**src/rtl/i2c_arb_pkg.sv**
```systemverilog
// rtl/i2c_arb_pkg.sv - shared types and constants for the i2c master arbiter
//
// Purpose: state encoding, status codes and field widths used by
//          i2c_master_arbiter and i2c_rr_arbiter.
// Ports:   none (package).
package i2c_arb_pkg;

    typedef enum logic [2:0] {
        ST_IDLE,
        ST_LAUNCH,
        ST_WAIT_BUSY,
        ST_WAIT_DONE,
        ST_RESP
    } arb_state_e;

    localparam logic [3:0] STATUS_OK       = 4'h0;
    localparam logic [3:0] STATUS_NO_START = 4'hF;

    localparam int ADDR_W = 7;
    localparam int REG_W  = 8;
    localparam int DATA_W = 16;

endpackage

```
**src/rtl/i2c_rr_arbiter.sv**
```systemverilog
// rtl/i2c_rr_arbiter.sv - combinational round-robin pick
//
// Purpose: picks the first requester after `last` (upward, wrapping).
// Ports:   req   - request levels, one bit per requester
//          last  - id of the previous owner
//          valid - at least one request is pending
//          id    - winning requester (equals last when valid is low)
module i2c_rr_arbiter
    import i2c_arb_pkg::*;
#(
    parameter  int NUM_REQ = 4,
    localparam int IDW     = $clog2(NUM_REQ)
) (
    input  logic [NUM_REQ-1:0] req,
    input  logic [IDW-1:0]     last,
    output logic               valid,
    output logic [IDW-1:0]     id
);

    int             idx;
    logic [IDW-1:0] sel;

    // Walk candidates from farthest (last itself) to nearest (last+1);
    // the nearest pending one is written last and therefore wins.
    always_comb begin
        valid = 1'b0;
        id    = last;
        idx   = 0;
        sel   = '0;
        for (int k = NUM_REQ; k >= 1; k--) begin
            idx = (int'(last) + k) % NUM_REQ;
            sel = idx[IDW-1:0];
            if (req[sel]) begin
                valid = 1'b1;
                id    = sel;
            end
        end
    end

endmodule

```
**src/rtl/i2c_master_arbiter.sv**
```systemverilog
// rtl/i2c_master_arbiter.sv - round-robin sharing of one i2c_master between requesters
//
// Purpose: grants one requester at a time, forwards its chip/register address,
//          write data and direction to the master, pulses read_en/write_en,
//          follows master busy to completion and returns data/status with a
//          one-cycle one-hot ack. Optional re-launch on error status is enabled
//          by defining I2C_ARB_RETRY_EN.
// Ports:   clk, reset (async, active-high)
//          req/req_rnw/req_chip_addr/req_reg_addr/req_wdata - packed requester side
//          ack, rsp_data, rsp_status, grant_id             - response side
//          m_chip_addr/m_reg_addr/m_data_in/m_write_en/m_read_en - to master
//          m_busy/m_status/m_data_out                           - from master
module i2c_master_arbiter
    import i2c_arb_pkg::*;
#(
    parameter int NUM_REQ     = 4,
    parameter int LAUNCH_WAIT = 8,
    parameter int MAX_RETRY   = 2
) (
    input  logic                        clk,
    input  logic                        reset,
    input  logic [NUM_REQ-1:0]          req,
    input  logic [NUM_REQ-1:0]          req_rnw,
    input  logic [NUM_REQ*ADDR_W-1:0]   req_chip_addr,
    input  logic [NUM_REQ*REG_W-1:0]    req_reg_addr,
    input  logic [NUM_REQ*DATA_W-1:0]   req_wdata,
    output logic [NUM_REQ-1:0]          ack,
    output logic [DATA_W-1:0]           rsp_data,
    output logic [3:0]                  rsp_status,
    output logic [$clog2(NUM_REQ)-1:0]  grant_id,
    output logic [ADDR_W-1:0]           m_chip_addr,
    output logic [REG_W-1:0]            m_reg_addr,
    output logic [DATA_W-1:0]           m_data_in,
    output logic                        m_write_en,
    output logic                        m_read_en,
    input  logic                        m_busy,
    input  logic [3:0]                  m_status,
    input  logic [DATA_W-1:0]           m_data_out
);

    localparam int IDW = $clog2(NUM_REQ);
    // One width covers both the start-timeout counter and the retry counter.
    localparam int CNT_W = $clog2(((LAUNCH_WAIT > MAX_RETRY) ? LAUNCH_WAIT : MAX_RETRY) + 1);

    arb_state_e          state_q;
    logic [IDW-1:0]      grant_q;
    logic [IDW-1:0]      last_q;
    logic                rnw_q;
    logic [CNT_W-1:0]    cnt_q;
`ifdef I2C_ARB_RETRY_EN
    logic [CNT_W-1:0]    retry_q;
`endif
    logic [NUM_REQ-1:0]  ack_q;
    logic [DATA_W-1:0]   rsp_data_q;
    logic [3:0]          rsp_status_q;
    logic [ADDR_W-1:0]   chip_q;
    logic [REG_W-1:0]    reg_q;
    logic [DATA_W-1:0]   wdata_q;
    logic                write_en_q;
    logic                read_en_q;

    logic                rr_valid;
    logic [IDW-1:0]      rr_id;
    logic [ADDR_W-1:0]   win_chip_d;
    logic [REG_W-1:0]    win_reg_d;
    logic [DATA_W-1:0]   win_wdata_d;
    logic                win_rnw_d;

    i2c_rr_arbiter #(.NUM_REQ(NUM_REQ)) u_rr (
        .req   (req),
        .last  (last_q),
        .valid (rr_valid),
        .id    (rr_id)
    );

    // Unpack the winner's transaction fields.
    always_comb begin
        win_chip_d  = '0;
        win_reg_d   = '0;
        win_wdata_d = '0;
        win_rnw_d   = 1'b0;
        for (int i = 0; i < NUM_REQ; i++) begin
            if (rr_id == IDW'(i)) begin
                win_chip_d  = req_chip_addr[i*ADDR_W +: ADDR_W];
                win_reg_d   = req_reg_addr[i*REG_W +: REG_W];
                win_wdata_d = req_wdata[i*DATA_W +: DATA_W];
                win_rnw_d   = req_rnw[i];
            end
        end
    end

    // Launch pulses and ack are set on the transition into LAUNCH / RESP,
    // so they are high exactly while the FSM sits in that state.
    always_ff @(posedge clk or posedge reset) begin
        if (reset) begin
            state_q      <= ST_IDLE;
            grant_q      <= '0;
            last_q       <= IDW'(NUM_REQ - 1);
            rnw_q        <= 1'b0;
            cnt_q        <= '0;
`ifdef I2C_ARB_RETRY_EN
            retry_q      <= '0;
`endif
            ack_q        <= '0;
            rsp_data_q   <= '0;
            rsp_status_q <= '0;
            chip_q       <= '0;
            reg_q        <= '0;
            wdata_q      <= '0;
            write_en_q   <= 1'b0;
            read_en_q    <= 1'b0;
        end else begin
            write_en_q <= 1'b0;
            read_en_q  <= 1'b0;
            ack_q      <= '0;
            case (state_q)
                ST_IDLE: begin
                    // Master may still be busy from before an arbiter reset.
                    if (rr_valid && !m_busy) begin
                        grant_q    <= rr_id;
                        chip_q     <= win_chip_d;
                        reg_q      <= win_reg_d;
                        wdata_q    <= win_wdata_d;
                        rnw_q      <= win_rnw_d;
                        read_en_q  <= win_rnw_d;
                        write_en_q <= !win_rnw_d;
`ifdef I2C_ARB_RETRY_EN
                        retry_q    <= '0;
`endif
                        state_q    <= ST_LAUNCH;
                    end
                end
                ST_LAUNCH: begin
                    cnt_q   <= '0;
                    state_q <= ST_WAIT_BUSY;
                end
                ST_WAIT_BUSY: begin
                    if (m_busy) begin
                        state_q <= ST_WAIT_DONE;
                    end else if (cnt_q == CNT_W'(LAUNCH_WAIT - 1)) begin
                        rsp_status_q   <= STATUS_NO_START;
                        ack_q[grant_q] <= 1'b1;
                        state_q        <= ST_RESP;
                    end else begin
                        cnt_q <= cnt_q + 1'b1;
                    end
                end
                ST_WAIT_DONE: begin
                    if (!m_busy) begin
`ifdef I2C_ARB_RETRY_EN
                        if (m_status != STATUS_OK && m_status != STATUS_NO_START &&
                            retry_q < CNT_W'(MAX_RETRY)) begin
                            retry_q    <= retry_q + 1'b1;
                            read_en_q  <= rnw_q;
                            write_en_q <= !rnw_q;
                            state_q    <= ST_LAUNCH;
                        end else
`endif
                        begin
                            // Writes leave rsp_data at the last read value.
                            if (rnw_q) begin
                                rsp_data_q <= m_data_out;
                            end
                            rsp_status_q   <= m_status;
                            ack_q[grant_q] <= 1'b1;
                            state_q        <= ST_RESP;
                        end
                    end
                end
                ST_RESP: begin
                    last_q  <= grant_q;
                    state_q <= ST_IDLE;
                end
                default: state_q <= ST_IDLE;
            endcase
        end
    end

    assign ack         = ack_q;
    assign rsp_data    = rsp_data_q;
    assign rsp_status  = rsp_status_q;
    assign grant_id    = grant_q;
    assign m_chip_addr = chip_q;
    assign m_reg_addr  = reg_q;
    assign m_data_in   = wdata_q;
    assign m_write_en  = write_en_q;
    assign m_read_en   = read_en_q;

endmodule

```
**config.mk**
```make
export PLATFORM = sky130hd
export DESIGN_NAME = i2c_master_arbiter
export DESIGN_NICKNAME = d
export VERILOG_FILES = /design/src/rtl/i2c_arb_pkg.sv /design/src/rtl/i2c_rr_arbiter.sv /design/src/rtl/i2c_master_arbiter.sv
export SDC_FILE = /design/constraint.sdc
export NUM_CORES = 1
export LEC_CHECK = 0
export ABC_AREA = 1
export CAP_MARGIN = 40
export CORE_ASPECT_RATIO = 0.7
export CORE_UTILIZATION = 30
export DETAILED_ROUTE_END_ITERATION = 10
export DONT_BUFFER_PORTS = 1
export SYNTH_ARGS = -nofsm -noshare
export SYNTH_HDL_FRONTEND = slang
export SYNTH_SLANG_ARGS = --single-unit
```
**constraint.sdc**
```tcl
create_clock -name clk -period 1.9 [get_ports clk]
set_input_delay 0.19 -clock clk [delete_from_list [all_inputs] [get_ports clk]]
set_output_delay 0.19 -clock clk [all_outputs]
set_load 0.01 [all_outputs]
```
## Yosys cells after proc, flatten, opt, wreduce, memory -nomap -nowiden

Cells that the tools add are included.

- Register bits: 69
- Memory bits (writable): 0
- Output and inout bits: 59
- Bits in read-only memories: 0
- Memories kept: 0
- Bits in latches: 0

- Order comparisons: 6
- Shift-type cells: 0
- Add/subtract/negate cells: 5
- Div/mod/pow operators: 0
- Bitwise logic cells: 1
- Reductions and logical operators: 13
- Mux-type cells: 54
- Equality and inequality tests: 14
- Multiply operators: 0

Operator list:

| cell | count |
|---|---|
| 16-bit two-way mux | 4 |
| 4-bit two-way mux | 8 |
| 8-bit two-way mux | 4 |
| 7-bit two-way mux | 4 |
| 4-bit one-hot mux with 2 select lines | 3 |
| 1-bit two-way mux | 17 |
| 2-bit by 3-bit < comparator with 1-bit output, second input constant | 5 |
| 3-bit two-way mux | 4 |
| 3-bit one-hot mux with 4 select lines | 1 |
| 2-bit inequality test, second input constant | 5 |
| 3-bit AND reduction | 3 |
| 1-bit binary-select mux with 2-bit select | 4 |
| 2-bit two-way mux | 4 |
| 3-bit by 2-bit == test with 1-bit output, second input constant | 2 |
| 2-bit by 1-bit adder with 2-bit output, second input constant | 2 |
| 2-bit adder, second input constant | 2 |
| 4-bit by 1-bit adder with 4-bit output, second input constant | 1 |
| 2-bit == test, second input constant | 2 |
| 4-bit by 3-bit == test with 1-bit output, second input constant | 1 |
| 4-bit AND reduction | 1 |
| 2-bit nonzero test | 2 |
| 3-bit by 1-bit == test with 1-bit output, second input constant | 1 |
| 3-bit == test, second input constant | 1 |
| 3-bit logical NOT | 1 |
| 9 further kinds | 11 |

## Longest topological paths before layout

- Word-level depth: 15
- Depth in mapped cells: 16
- Gate-level depth less buffers: 15

## Hierarchy

Synthesis repeated with hierarchy kept, for this count alone.

- Cells, all modules: 536
- Area, all modules: 3,866.2 um2

Modules (own cells, without submodules):

| module | area an instance (um2) | cells an instance | instances |
|---|---|---|---|
| i2c_master_arbiter | 3,652.3 | 490 | 1 |
| i2c_rr_arbiter | 214.0 | 46 | 1 |

## Worst setup path before layout

OpenSTA, ideal clock, no wires.

- Path kind: flip-flop to flip-flop
- Start: register last_q[0]
- End: register chip_q[0] (netlist: m_chip_addr[0])
- Data arrival time: 1.703 ns
- Clock period less this slack: 1.819 ns
- Path slack: 0.081 ns
- Buffers on the path: 2
- Library setup time: 0.116 ns
- Data required time: 1.784 ns
- Cell stages (with the launch flop): 16
- Cells stage by stage: dfstp_2 > buf_6 > inv_4 > nand2_2 > nand2_2 > nand2_1 > nand2_1 > inv_2 > nand3_1 > nand2_4 > nand2_4 > buf_6 > o21ai_1 > inv_1 > nand2_1 > nand2_1

- Cells in the longest elaborated chain, start to end: 12

RTL lines:

| item | line | text |
|---|---|---|
| start: declaration | i2c_master_arbiter.sv:47 | `logic [IDW-1:0] last_q;` |
| start signal: assignment | i2c_master_arbiter.sv:98 | `last_q <= IDW'(NUM_REQ - 1);` |
| start signal: assignment | i2c_master_arbiter.sv:171 | `last_q <= grant_q;` |
| 2-bit by 1-bit adder with 2-bit output | i2c_rr_arbiter.sv:31 | `idx = (int'(last) + k) % NUM_REQ;` |
| 1-bit binary-select mux with 2-bit select | i2c_rr_arbiter.sv:33 | `if (req[sel]) begin` |
| 1-bit two-way mux (implied by the code) | i2c_rr_arbiter.sv:33 |  |
| 2-bit two-way mux (4 in a row) | i2c_rr_arbiter.sv:33 |  |
| 2-bit logical NOT | i2c_master_arbiter.sv:83 | `if (rr_id == IDW'(i)) begin` |
| 7-bit two-way mux (4 in a row) | i2c_master_arbiter.sv:83 |  |
| end signal: assignment | i2c_master_arbiter.sv:121 | `chip_q <= win_chip_d;` |
| end: declaration | i2c_master_arbiter.sv:56 | `logic [ADDR_W-1:0] chip_q;` |

Several ways; a longest one is shown, not always the timed one. The select of a mux whose other input is x is not followed.
A chain may end at the register's enable or synchronous reset.

## Final worst setup path

- Start: register last_q[0]
- End: register wdata_q[5] (netlist: m_data_in[5])

- Cells in the longest elaborated chain, start to end: 12

RTL lines:

| item | line | text |
|---|---|---|
| 2-bit by 1-bit adder with 2-bit output | i2c_rr_arbiter.sv:31 |  |
| 1-bit binary-select mux with 2-bit select | i2c_rr_arbiter.sv:33 |  |
| 1-bit two-way mux (implied by the code) | i2c_rr_arbiter.sv:33 |  |
| 2-bit two-way mux (4 in a row) | i2c_rr_arbiter.sv:33 |  |
| 2-bit logical NOT | i2c_master_arbiter.sv:83 |  |
| 16-bit two-way mux (4 in a row) | i2c_master_arbiter.sv:83 |  |
| end signal: assignment | i2c_master_arbiter.sv:123 | `wdata_q <= win_wdata_d;` |
| end: declaration | i2c_master_arbiter.sv:58 | `logic [DATA_W-1:0] wdata_q;` |

Several ways; a longest one is shown, not always the timed one. The select of a mux whose other input is x is not followed.

==> results.json <==
{
  "arrival_ps": 2260,
  "fin_nets": 766,
  "finalClockSkew_ps": 7.30,
  "postSynth.asyncResetShare_pct": 100,
  "ant_nets": 0,
  "cts-htree-levels": 3,
  "yosysSeqAreaShare_pct": 43.1,
  "cts_made_buffers": 9,
  "syn-num-nets": 710,
  "initial_core_util_pct": 31.5,
  "worstPathCellList": "buf_6 -> nand2_1 -> nand3_2 -> nand2_1 -> inv_2 -> nand2_4 -> nand3_2 -> nand2_8 -> buf_4 -> buf_6 -> o21ai_1 -> nand3_1 -> nand2_1 -> nand2_1",
  "yosys_warnings": 0,
  "final_area_sq_um": 5380,
  "synth.distinct_cells": 28,
  "clk_latency_ps": 330,
  "cts_tree": "done",
  "antenna_found_initial": 1,
  "via_per_inst": 4.92,
  "port_buffers": 0,
  "crit_fanout": 8,
  "worst_pin_slew_ps": 417,
  "dr.pass1.iters": 4,
  "critPathSlowestCell": "dfstp_2",
  "rsz0062_at_grt": "yes",
  "syn_area_per_cell_sq_um": 7.24,
  "slowest_delay_ps": 590,
  "setup_viol": 34,
  "wl_per_cell_um": 17.3,
  "grt_pass1_vias": 3794,
  "die_x_um": 140,
  "area_growth_pct": 34.3,
  "p_leak_uw": 0.00286,
  "core_area_sq_um": 12700,
  "setup_ws_ps": -144,
  "fmax_mhz": 489,
  "gr-usage-all-layers_pct": 19.2,
  "place_area_sq_um": 4370,
  "drcViolationCount": 0,
  "muxShareOfSynthArea_pct": 4.49,
  "cts-root-buf": "clkbuf_16",
  "criticalPathCategory": "reg -> reg",
  "initialDrtViolationCount": 160,
  "synth.area.top_cells": "dfrtp_1 (42%), nand2_1 (20%), inv_1 (6.2%), nand3_1 (5.9%), o21ai_0 (5.1%)",
  "ioPinCount": 214,
  "finalMaxSlewViolations": 0,
  "min_period_over_period_pct": 108,
  "crit_path_start": "last_q[0]",
  "fin_crit_ps": 2040,
  "timing.rr.start": "last_q[0]",
  "synth-edff-count": 0,
  "clk_pin_slew_ps": 60,
  "clockBufferDepth": 2,
  "grt.overflow.total": 0,
  "netlist_instances": 554,
  "die-area_sq_um": 13800,
  "maxSlewHeadroom_pct": 72.0,
  "netlist.area_leader.share_pct": 41.8,
  "grt_max_degree": 41,
  "cap_violations": 0,
  "min_from": "m_data_out[2]",
  "required_ps": 2120,
  "syn_area_sq_um": 4010,
  "num_rows": 34,
  "placed_cells": 721,
  "final_cell_mix": "nand2_1 (186), dfrtp_1 (67), inv_1 (63), nand3_1 (36), buf_4 (33)",
  "synthSimpleGateAreaFrac_pct": 32.5,
  "p_per_area_nw_per_um2": 2340,
  "synth_xor_area_share_pct": 0,
  "crit_path_start_kind": "flop",
  "violations": "negative setup slack",
  "dp_hpwl_mm": 9.32,
  "num_vias": 3828,
  "synth_flop_cell": "dfrtp_1",
  "hp-class": "in -> reg",
  "die_h_um": 98.7,
  "synth_top_family_by_area": "simple AND/OR/NAND/NOR gates",
  "fin_cells": 778,
  "cp_num_buf_inv": 4,
  "finalHoldViolCount": 0,
  "num-fill-cells": 1229,
  "grt_pass1_wl_mm": 19.9,
  "synth.largest_area_cell": "dfrtp_1",
  "worst_path_most_repeated_cell": "nand2_1",
  "cts.sinks": 69,
  "gp_congestion": 0.914,
  "synth.ff_latch_count": 69,
  "layout_commonest_cell": "nand2_1",
  "peakVddDrop_v": 0.000923,
  "status": "complete, but fails checks",
  "wl_mm": 13.5,
  "synth_fa_ha_area_share_pct": 0.312,
  "cpLargestDelayFamily": "simple AND/OR/NAND/NOR gates",
  "drive_gt1_share_pct": 26.7,
  "synth_compound_area_share_pct": 8.77,
  "setup.worst_path.end_class": "flop"
}
report_power, final:
part           switching, uW  internal [uW]
clock network            652           1020
registers                797           2150
logic                   4480           3480
kinds of logic (layout without fill, tap and decap cells):
family | count (synthesis) | after routing
mux | 16 | 16
compound gates | 69 | 69
simple gates | 303 | 304
fa+ha+maj | 1 | 1
buf+inv | 96 | 156
flops | 69 | 69
other cells | 0 | 1
area by class of cell:
type / count / area [sq um] / area share, %
Clock inverter: 6 / 63.8 / 1.19
Inverter: 72 / 292 / 5.42
Antenna cell: 1 / 2.50 / 0.0465
Timing Repair inverter: 1 / 6.26 / 0.116
Clock buffer: 10 / 229 / 4.25
Timing Repair Buffer: 67 / 752 / 14.0
Multi-Input combinational cell: 390 / 2110 / 39.1
Sequential cell: 69 / 1730 / 32.1
Tap cell: 162 / 203 / 3.77
path summary, 6_finish.rpt:
check	endpoint	slack, ps	cells past startpoint
max	m_data_in[5]	-140	14
min	rsp_data[2]	20	1
max reg2reg	m_data_in[5]	-140	14
min reg2reg	rnw_q	500	2
max in group asynchronous	ack[1]	1150	3
min in group asynchronous	m_data_in[7]	210	2
registers in the layout, indices dropped and copies added (netlist names):
name / flops
m_write_en: 1
ack: 4
m_read_en: 1
rnw_q: 1
m_chip_addr: 7
m_data_in: 16
rsp_status: 4
grant_id: 2
m_reg_addr: 8
rsp_data: 16
state_q: 3
cnt_q: 4
last_q: 2
cells in the mapped netlist, types with 8 or more instances:
library cell / instances
clkbuf_1: 8
dfrtp_1: 67
inv_1: 66
mux2_2: 16
nand2_1: 210
nand3_1: 47
nand3b_1: 8
nor2_1: 15
o21ai_0: 41
o21ai_1: 24
metrics by stage:
step	hold slack [ps]	power, uW	worst slack (ps)	TNS, ps	util, %
2_1_floorplan	341	6820	80.6	0	-
3_3_place_gp	-51.6	8670	-155	-2210	34.4
3_5_place_dp	-50.6	8840	-204	-4010	34.4
4_1_cts	3.44	12000	-98.3	-2530	40.3
5_1_grt	12.5	13500	-252	-7200	42.3
6_report	19.6	12600	-144	-3600	42.3
metal layers:
layer,track usage [%],vias up,routed length [um]
li1,-,1856,-
met1,23.0,1776,5640
met2,31.4,180,6380
met3,7.29,16,1220
met4,7.02,0,209
met5,0,-,0
timing repair:
action                                  CTS  global route
resized for setup                        58            50
hold buffers                             14             0
endpoints found under the setup margin   34            35
endpoints found under the hold margin    80             0
gates cloned                              2             4
setup buffers                            15             5
pin swaps                                17            12
No activity file was read; power rests on OpenSTA's default activity.
